## src/rtl/xof_triple_unpacker_if.sv

```systemverilog
// Handshake bundle between the Keccak squeeze port, the triple unpacker
// and the sample_ntt consumer. The unpacker uses the slave modport.
interface xof_triple_unpacker_if #(
   parameter int OCC_W = 5
);
   logic [127:0]     xof_squeeze_data_i;
   logic             xof_squeeze_valid_i;
   logic             xof_squeeze_last_i;
   logic             xof_squeeze_ready_o;
   logic [23:0]      triple_data_o;
   logic             triple_valid_o;
   logic             triple_last_o;
   logic             triple_ready_i;
   logic             flush_i;
   logic [OCC_W-1:0] occupancy_o;

   modport slave (
      input  xof_squeeze_data_i,
      input  xof_squeeze_valid_i,
      input  xof_squeeze_last_i,
      output xof_squeeze_ready_o,
      output triple_data_o,
      output triple_valid_o,
      output triple_last_o,
      input  triple_ready_i,
      input  flush_i,
      output occupancy_o
   );

   modport master (
      output xof_squeeze_data_i,
      output xof_squeeze_valid_i,
      output xof_squeeze_last_i,
      input  xof_squeeze_ready_o,
      input  triple_data_o,
      input  triple_valid_o,
      input  triple_last_o,
      output triple_ready_i,
      output flush_i,
      input  occupancy_o
   );
endinterface

```

## src/rtl/xof_triple_unpacker.sv

```systemverilog
// Converts 16-byte Keccak squeeze beats into a stream of 3-byte groups.
// An 18-byte shift buffer holds at most two leftover bytes plus one beat,
// so groups straddling beat boundaries are reassembled without loss.
// Byte 0 of the buffer is always the oldest byte and sits in bits [7:0].
module xof_triple_unpacker #(
   parameter int IN_BYTES = 16,
   parameter int OCC_W    = 5
) (
   input  logic                 clk,
   input  logic                 rst_n,
   xof_triple_unpacker_if.slave bus
);
   localparam int BUF_W = (IN_BYTES + 2) * 8;

   logic [BUF_W-1:0] buf_q, buf_d;
   logic [OCC_W-1:0] occ_q, occ_d;
   logic             last_pend_q, last_pend_d;

   logic ready_s;
   logic valid_s;
   logic last_s;
   logic accept_s;
   logic pop_s;

   // Handshake qualifiers: space for a beat only with <=2 leftover bytes,
   // a triple only once 3 bytes are held; flush masks both sides.
   always_comb begin
      ready_s  = rst_n && !bus.flush_i && (occ_q <= OCC_W'(2));
      valid_s  = !bus.flush_i && (occ_q >= OCC_W'(3));
      last_s   = last_pend_q && (occ_q >= OCC_W'(3)) && (occ_q <= OCC_W'(5));
      accept_s = bus.xof_squeeze_valid_i && ready_s;
      pop_s    = valid_s && bus.triple_ready_i;
   end

   // Next-state for buffer, occupancy and pending-last flag; flush wins,
   // accept and pop are mutually exclusive by construction.
   always_comb begin
      buf_d       = buf_q;
      occ_d       = occ_q;
      last_pend_d = last_pend_q;
      if (bus.flush_i) begin
         occ_d       = {OCC_W{1'b0}};
         last_pend_d = 1'b0;
      end else if (accept_s) begin
         case (occ_q)
            OCC_W'(0): buf_d = {16'h0000, bus.xof_squeeze_data_i};
            OCC_W'(1): buf_d = {8'h00, bus.xof_squeeze_data_i, buf_q[7:0]};
            OCC_W'(2): buf_d = {bus.xof_squeeze_data_i, buf_q[15:0]};
            default:   buf_d = buf_q;
         endcase
         occ_d = occ_q + OCC_W'(IN_BYTES);
         if (bus.xof_squeeze_last_i) begin
            last_pend_d = 1'b1;
         end else begin
            last_pend_d = last_pend_q;
         end
      end else if (pop_s) begin
         buf_d = {24'h000000, buf_q[BUF_W-1:24]};
         if (last_s) begin
            // final triple of the stream: residual 0-2 bytes are dropped
            occ_d       = {OCC_W{1'b0}};
            last_pend_d = 1'b0;
         end else begin
            occ_d       = occ_q - OCC_W'(3);
            last_pend_d = last_pend_q;
         end
      end else begin
         buf_d       = buf_q;
         occ_d       = occ_q;
         last_pend_d = last_pend_q;
      end
   end

   // State registers with asynchronous active-low reset.
   always_ff @(posedge clk or negedge rst_n) begin
      if (!rst_n) begin
         buf_q       <= {BUF_W{1'b0}};
         occ_q       <= {OCC_W{1'b0}};
         last_pend_q <= 1'b0;
      end else begin
         buf_q       <= buf_d;
         occ_q       <= occ_d;
         last_pend_q <= last_pend_d;
      end
   end

   assign bus.xof_squeeze_ready_o = ready_s;
   assign bus.triple_valid_o      = valid_s;
   assign bus.triple_last_o       = last_s;
   assign bus.triple_data_o       = buf_q[23:0];
   assign bus.occupancy_o         = occ_q;
endmodule

```

## src/flat_wrapper.sv

```systemverilog
// flat-port wrapper written by rule: the top's interface ports become plain ports
module xof_triple_unpacker_flat 
#(
   parameter int IN_BYTES = 16,
   parameter int OCC_W    = 5
)
  (clk, rst_n, bus_xof_squeeze_data_i, bus_xof_squeeze_valid_i, bus_xof_squeeze_last_i, bus_xof_squeeze_ready_o, bus_triple_data_o, bus_triple_valid_o, bus_triple_last_o, bus_triple_ready_i, bus_flush_i, bus_occupancy_o);
  xof_triple_unpacker_if #(.OCC_W(OCC_W)) bus_i ();
  input  logic clk;
  input  logic rst_n;
  input wire logic [$bits(bus_i.xof_squeeze_data_i)-1:0] bus_xof_squeeze_data_i;
  input wire logic [$bits(bus_i.xof_squeeze_valid_i)-1:0] bus_xof_squeeze_valid_i;
  input wire logic [$bits(bus_i.xof_squeeze_last_i)-1:0] bus_xof_squeeze_last_i;
  output wire logic [$bits(bus_i.xof_squeeze_ready_o)-1:0] bus_xof_squeeze_ready_o;
  output wire logic [$bits(bus_i.triple_data_o)-1:0] bus_triple_data_o;
  output wire logic [$bits(bus_i.triple_valid_o)-1:0] bus_triple_valid_o;
  output wire logic [$bits(bus_i.triple_last_o)-1:0] bus_triple_last_o;
  input wire logic [$bits(bus_i.triple_ready_i)-1:0] bus_triple_ready_i;
  input wire logic [$bits(bus_i.flush_i)-1:0] bus_flush_i;
  output wire logic [$bits(bus_i.occupancy_o)-1:0] bus_occupancy_o;
  assign bus_i.xof_squeeze_data_i = bus_xof_squeeze_data_i;
  assign bus_i.xof_squeeze_valid_i = bus_xof_squeeze_valid_i;
  assign bus_i.xof_squeeze_last_i = bus_xof_squeeze_last_i;
  assign bus_xof_squeeze_ready_o = bus_i.xof_squeeze_ready_o;
  assign bus_triple_data_o = bus_i.triple_data_o;
  assign bus_triple_valid_o = bus_i.triple_valid_o;
  assign bus_triple_last_o = bus_i.triple_last_o;
  assign bus_i.triple_ready_i = bus_triple_ready_i;
  assign bus_i.flush_i = bus_flush_i;
  assign bus_occupancy_o = bus_i.occupancy_o;
  xof_triple_unpacker #(.IN_BYTES(IN_BYTES), .OCC_W(OCC_W)) u_core (.clk(clk), .rst_n(rst_n), .bus(bus_i));
endmodule
```

## config.mk

```make
export PLATFORM = sky130hd
export DESIGN_NAME = xof_triple_unpacker_flat
export DESIGN_NICKNAME = d
export VERILOG_FILES = /design/src/rtl/xof_triple_unpacker_if.sv /design/src/rtl/xof_triple_unpacker.sv /design/src/flat_wrapper.sv
export SDC_FILE = /design/constraint.sdc
export NUM_CORES = 1
export LEC_CHECK = 0
export BUFFER_PORTS_ARGS = -buffer_cell sky130_fd_sc_hd__buf_2
export CAP_MARGIN = 25
export CORE_UTILIZATION = 61
export CTS_CLUSTER_SIZE = 24
export DETAILED_ROUTE_END_ITERATION = 6
export GPL_TIMING_DRIVEN = 0
export MAX_ROUTING_LAYER = met4
export PLACE_DENSITY = 0.86
export SLEW_MARGIN = 20
export SYNTH_ARGS = -nofsm -noshare
export SYNTH_HDL_FRONTEND = slang
export SYNTH_SLANG_ARGS = --single-unit
export TNS_END_PERCENT = 20
```

## constraint.sdc

```tcl
create_clock -name clk -period 4.4 [get_ports clk]
set_input_delay 0.44 -clock clk [delete_from_list [all_inputs] [get_ports clk]]
set_output_delay 0.44 -clock clk [all_outputs]
set_load 0.01 [all_outputs]
```

==> results.md <==
* Outcome: complete, but fails checks
* Failing checks: design-rule violations
* Final hold viol count at 0
* Cell accounting for the most synthesized area: dfrtp_1
* Pre-CTS setup slack at 603.5 ps
* Largest family of logic cells by synthesized area: compound AO/OA/AOI/OAI gates
* Clk buf depth at 2
* Post-synthesis simple-gate area fraction at 0.07522
* Hpwl dp at 28,390 um
* Core area at 14,750 um2
* Clock transition at path regs at 70 ps
* Met2 Routed Length at 16,370 um
* Maximum resistive drop on vdd at 0.0003474 V
* Proportion of layout cells with a drive suffix above 1 at 0.2241
* Max Freq at 0.2382 GHz
* CP max stage cell: nor3_2
* PortBufs at 165
* Most frequent cell on the critical path: buf_2
* Area Growth Syn to Fin at 18.18%
* Largest net degree at the start of global routing at 98
* Vias at 10,700
* Type of the worst min-delay path: in2reg
* Final Non-Filler Cells at 1,398
* Combinational share of power at 0.494
* Top Ports at 166
* Slew HR at 0.2468
* Final nets at 1,339
* Final WL at 38,850 um
* FP Rows at 44
* Part of the power in registers at 0.316
* Cell area after synthesis at 9331 um2
* Area after DPL at 10,430 um2
* Vias in the first global route at 10,050
* DRT Pass-1 Iters at 7
* Post-synth EDFFs at 0
* Fin crit period at 4198 ps
* Synth Area in Compound Gates at 0.4214
* First-pass GRT wire length at 58,560 um
* RSZ-0062 raised after global routing: no
* Synthesis Warnings at 0
* TritonCTS clock tree: done
* Clock sink total at 150
* Post-Route Skew at 7.570 ps
* Drt drc at 37
* Register area share after synthesis at 0.4023
* Post-Syn Nets at 1,153
* Startpoint Class: input pin
* Fin area at 11,030 um2
* Remaining Overflow, GRT at 0
* Worst reg2reg path depth at 9
* CP max FO at 97
* Post-DRT Antenna Nets at 0
* Largest delay share family, worst path: buffers and inverters
* Clk pwr share at 0.190
* Count leader, synth: dfrtp_1
* CTS root buf: clkbuf_16
* Critical path buffers and inverters at 6
* Distinct cells, synth at 55
* Final worst slack at 202.0 ps
* Htree depth at 4
* P_int at 4392 uW
* Measured slew at the worst slew-check pin at 1130 ps
* Routability Congestion at 1.038
* Top FF cell, synth: dfrtp_1
* Max Cap Viol at 0
* Max-slew violations at 0
* WS Path Type: in2reg
* M1 WL at 13,250 um
* Synthesized flop and latch total at 150
* Wire per inst at 27.79 um
* Crit path depth at 10
* Initial DRC Count at 1,723
* Xor and xnor fraction of the mapped netlist area at 0
* Met3 wire length at 5796 um
* Finished Core Util at 0.7475
* Crit share post-route at 0.9541
* Total CTS buffers at 17
* Arrival time at the worst endpoint at 4550 ps
* Area share of fa/ha/maj cells after synthesis at 0.005363
* Gr usage total at 0.5112
* Cell count after synthesis at 1,015
* Cell-by-cell trace of the critical path: dlygate4sd3_1 -> buf_8 -> buf_16 -> nand4bb_1 -> buf_2 -> nor3_2 -> buf_2 -> clkbuf_1 -> nand2_1 -> a31oi_1
* Sw Ratio at 0.4461
* Yosys top cell area share at 0.4023
* Die H at 125.7 um
* Die ar. at 15,800 um2
* FFs w/ async S/R, synth at 1.000
* Initial core utilization at 0.6325
* Pwr per Cell Area at 719.0 nW/um2
* Max incr delay on CP at 640 ps
* Vias per cell at 7.650
* Hold Crit Depth at 2
* # diodes at 0
* DR top layer: met4
* Fraction of synthesized area in multiplexers at 0.01515
* Ranking of synthesized cells by area: dfrtp_1 40%, a22o_1 11%, a22oi_1 6.4%, a211oi_1 5.8%, a31oi_1 4.9%
* Clk Latency, worst-skew pair at 440 ps
* Placed cells at 1,365
* Syn avg cell area at 9.194 um2
* Net Sw Power at 3538 uW
* CP Data Required Time at 4750 ps
* Synth cell count leaders: 150 x dfrtp_1, 119 x a22o_1, 119 x nand2_1
* Critical path endpoint category: flop
* Setup Viol. Count Final at 0
* PostCTS Resize Cnt at 0
* Antenna violations before repair at 0
* Chip width at 125.7 um
* Leak at 0.004615 uW
state kept, by name, summed over array words and instances (netlist names):
name,flops
u_core.bus.occupancy_o,5
u_core.buf_q,144
u_core.last_pend_q,1
stage by stage:
stage / setup TNS (ps) / total power, uW / hold slack (ps)
finish: 0 / 7930 / 263.4
detailed placement: 0 / 6196 / 392.0
global route: 0 / 8196 / 263.2
CTS: 0 / 7686 / 257.5
global placement: -163910 / 6088 / 463.2
floorplan: 0 / 4900 / 144.4
cell usage in the layout, fill, tap and decap left out, drive strengths merged, types with 9 or more instances in the layout:
master  count
inv        20
a21oi      53
a221o      39
a22o      119
o21ai      50
a31oi      73
a22oi      80
clkbuf    104
mux2        9
nand2     119
dfrtp     150
nor2       11
nor3       11
a211oi     72
buf       225
cells by family (layout without fill, tap and decap cells):
logic type                 Yosys count  in the layout
and+or+nand+nor                    163            163
buffers and inverters              161            360
DFF                                150            150
adders and majority gates            4              4
muxes                               10             10
AOI/OAI and AO/OA                  527            527
what timing repair did:
action / in CTS / in global routing
setup endpoints to repair: 0 / 0
hold buffers: 1 / 0
buffers inserted: 0 / 0
hold endpoints to repair: 56 / 0
power groups by stage:
| stage | clock, uW | combinational [uW] | sequential, uW |
|---|---|---|---|
| after floorplan | 0 | 2680 | 2220 |
| after global placement | 0 | 3640 | 2450 |
| after detailed placement | 0 | 3730 | 2470 |
| after CTS | 1490 | 3750 | 2450 |
| after global routing | 1540 | 4140 | 2510 |
| final | 1500 | 3920 | 2510 |
layer usage:
| layer | vias up | global-route usage |
|---|---|---|
| met2 | 1117 | 0.7343 |
| met4 | 0 | 0.3745 |
| met1 | 4936 | 0.6047 |
| met5 | - | - |
| met3 | 295 | 0.1606 |
| li1 | 4347 | - |
final cells by class:
type | instances | area [um2]
Timing Repair Buffer | 167 | 873.3
Fill cell | 1091 | 3726
Buffer | 146 | 695.7
Clock inverter | 15 | 167.7
Clock buffer | 17 | 425.4
Tap cell | 184 | 230.2
Sequential cell | 150 | 3754
Multi-Input combinational cell | 704 | 4826
Inverter | 15 | 56.30
worst paths after layout:
kind / slack (ps) / start / endpoint
setup / recovery: 200 / rst_n / u_core.buf_q[117]
max in group asynchronous: 3060 / rst_n / u_core.buf_q[84]
setup reg to reg: 1080 / u_core.bus.occupancy_o[0] / u_core.buf_q[24]
min in group asynchronous: 510 / rst_n / u_core.buf_q[1]
hold / removal: 260 / bus_xof_squeeze_data_i[122] / u_core.buf_q[138]
hold reg to reg: 480 / u_core.buf_q[124] / u_core.buf_q[124]
No activity file was read; power rests on OpenSTA's default activity.
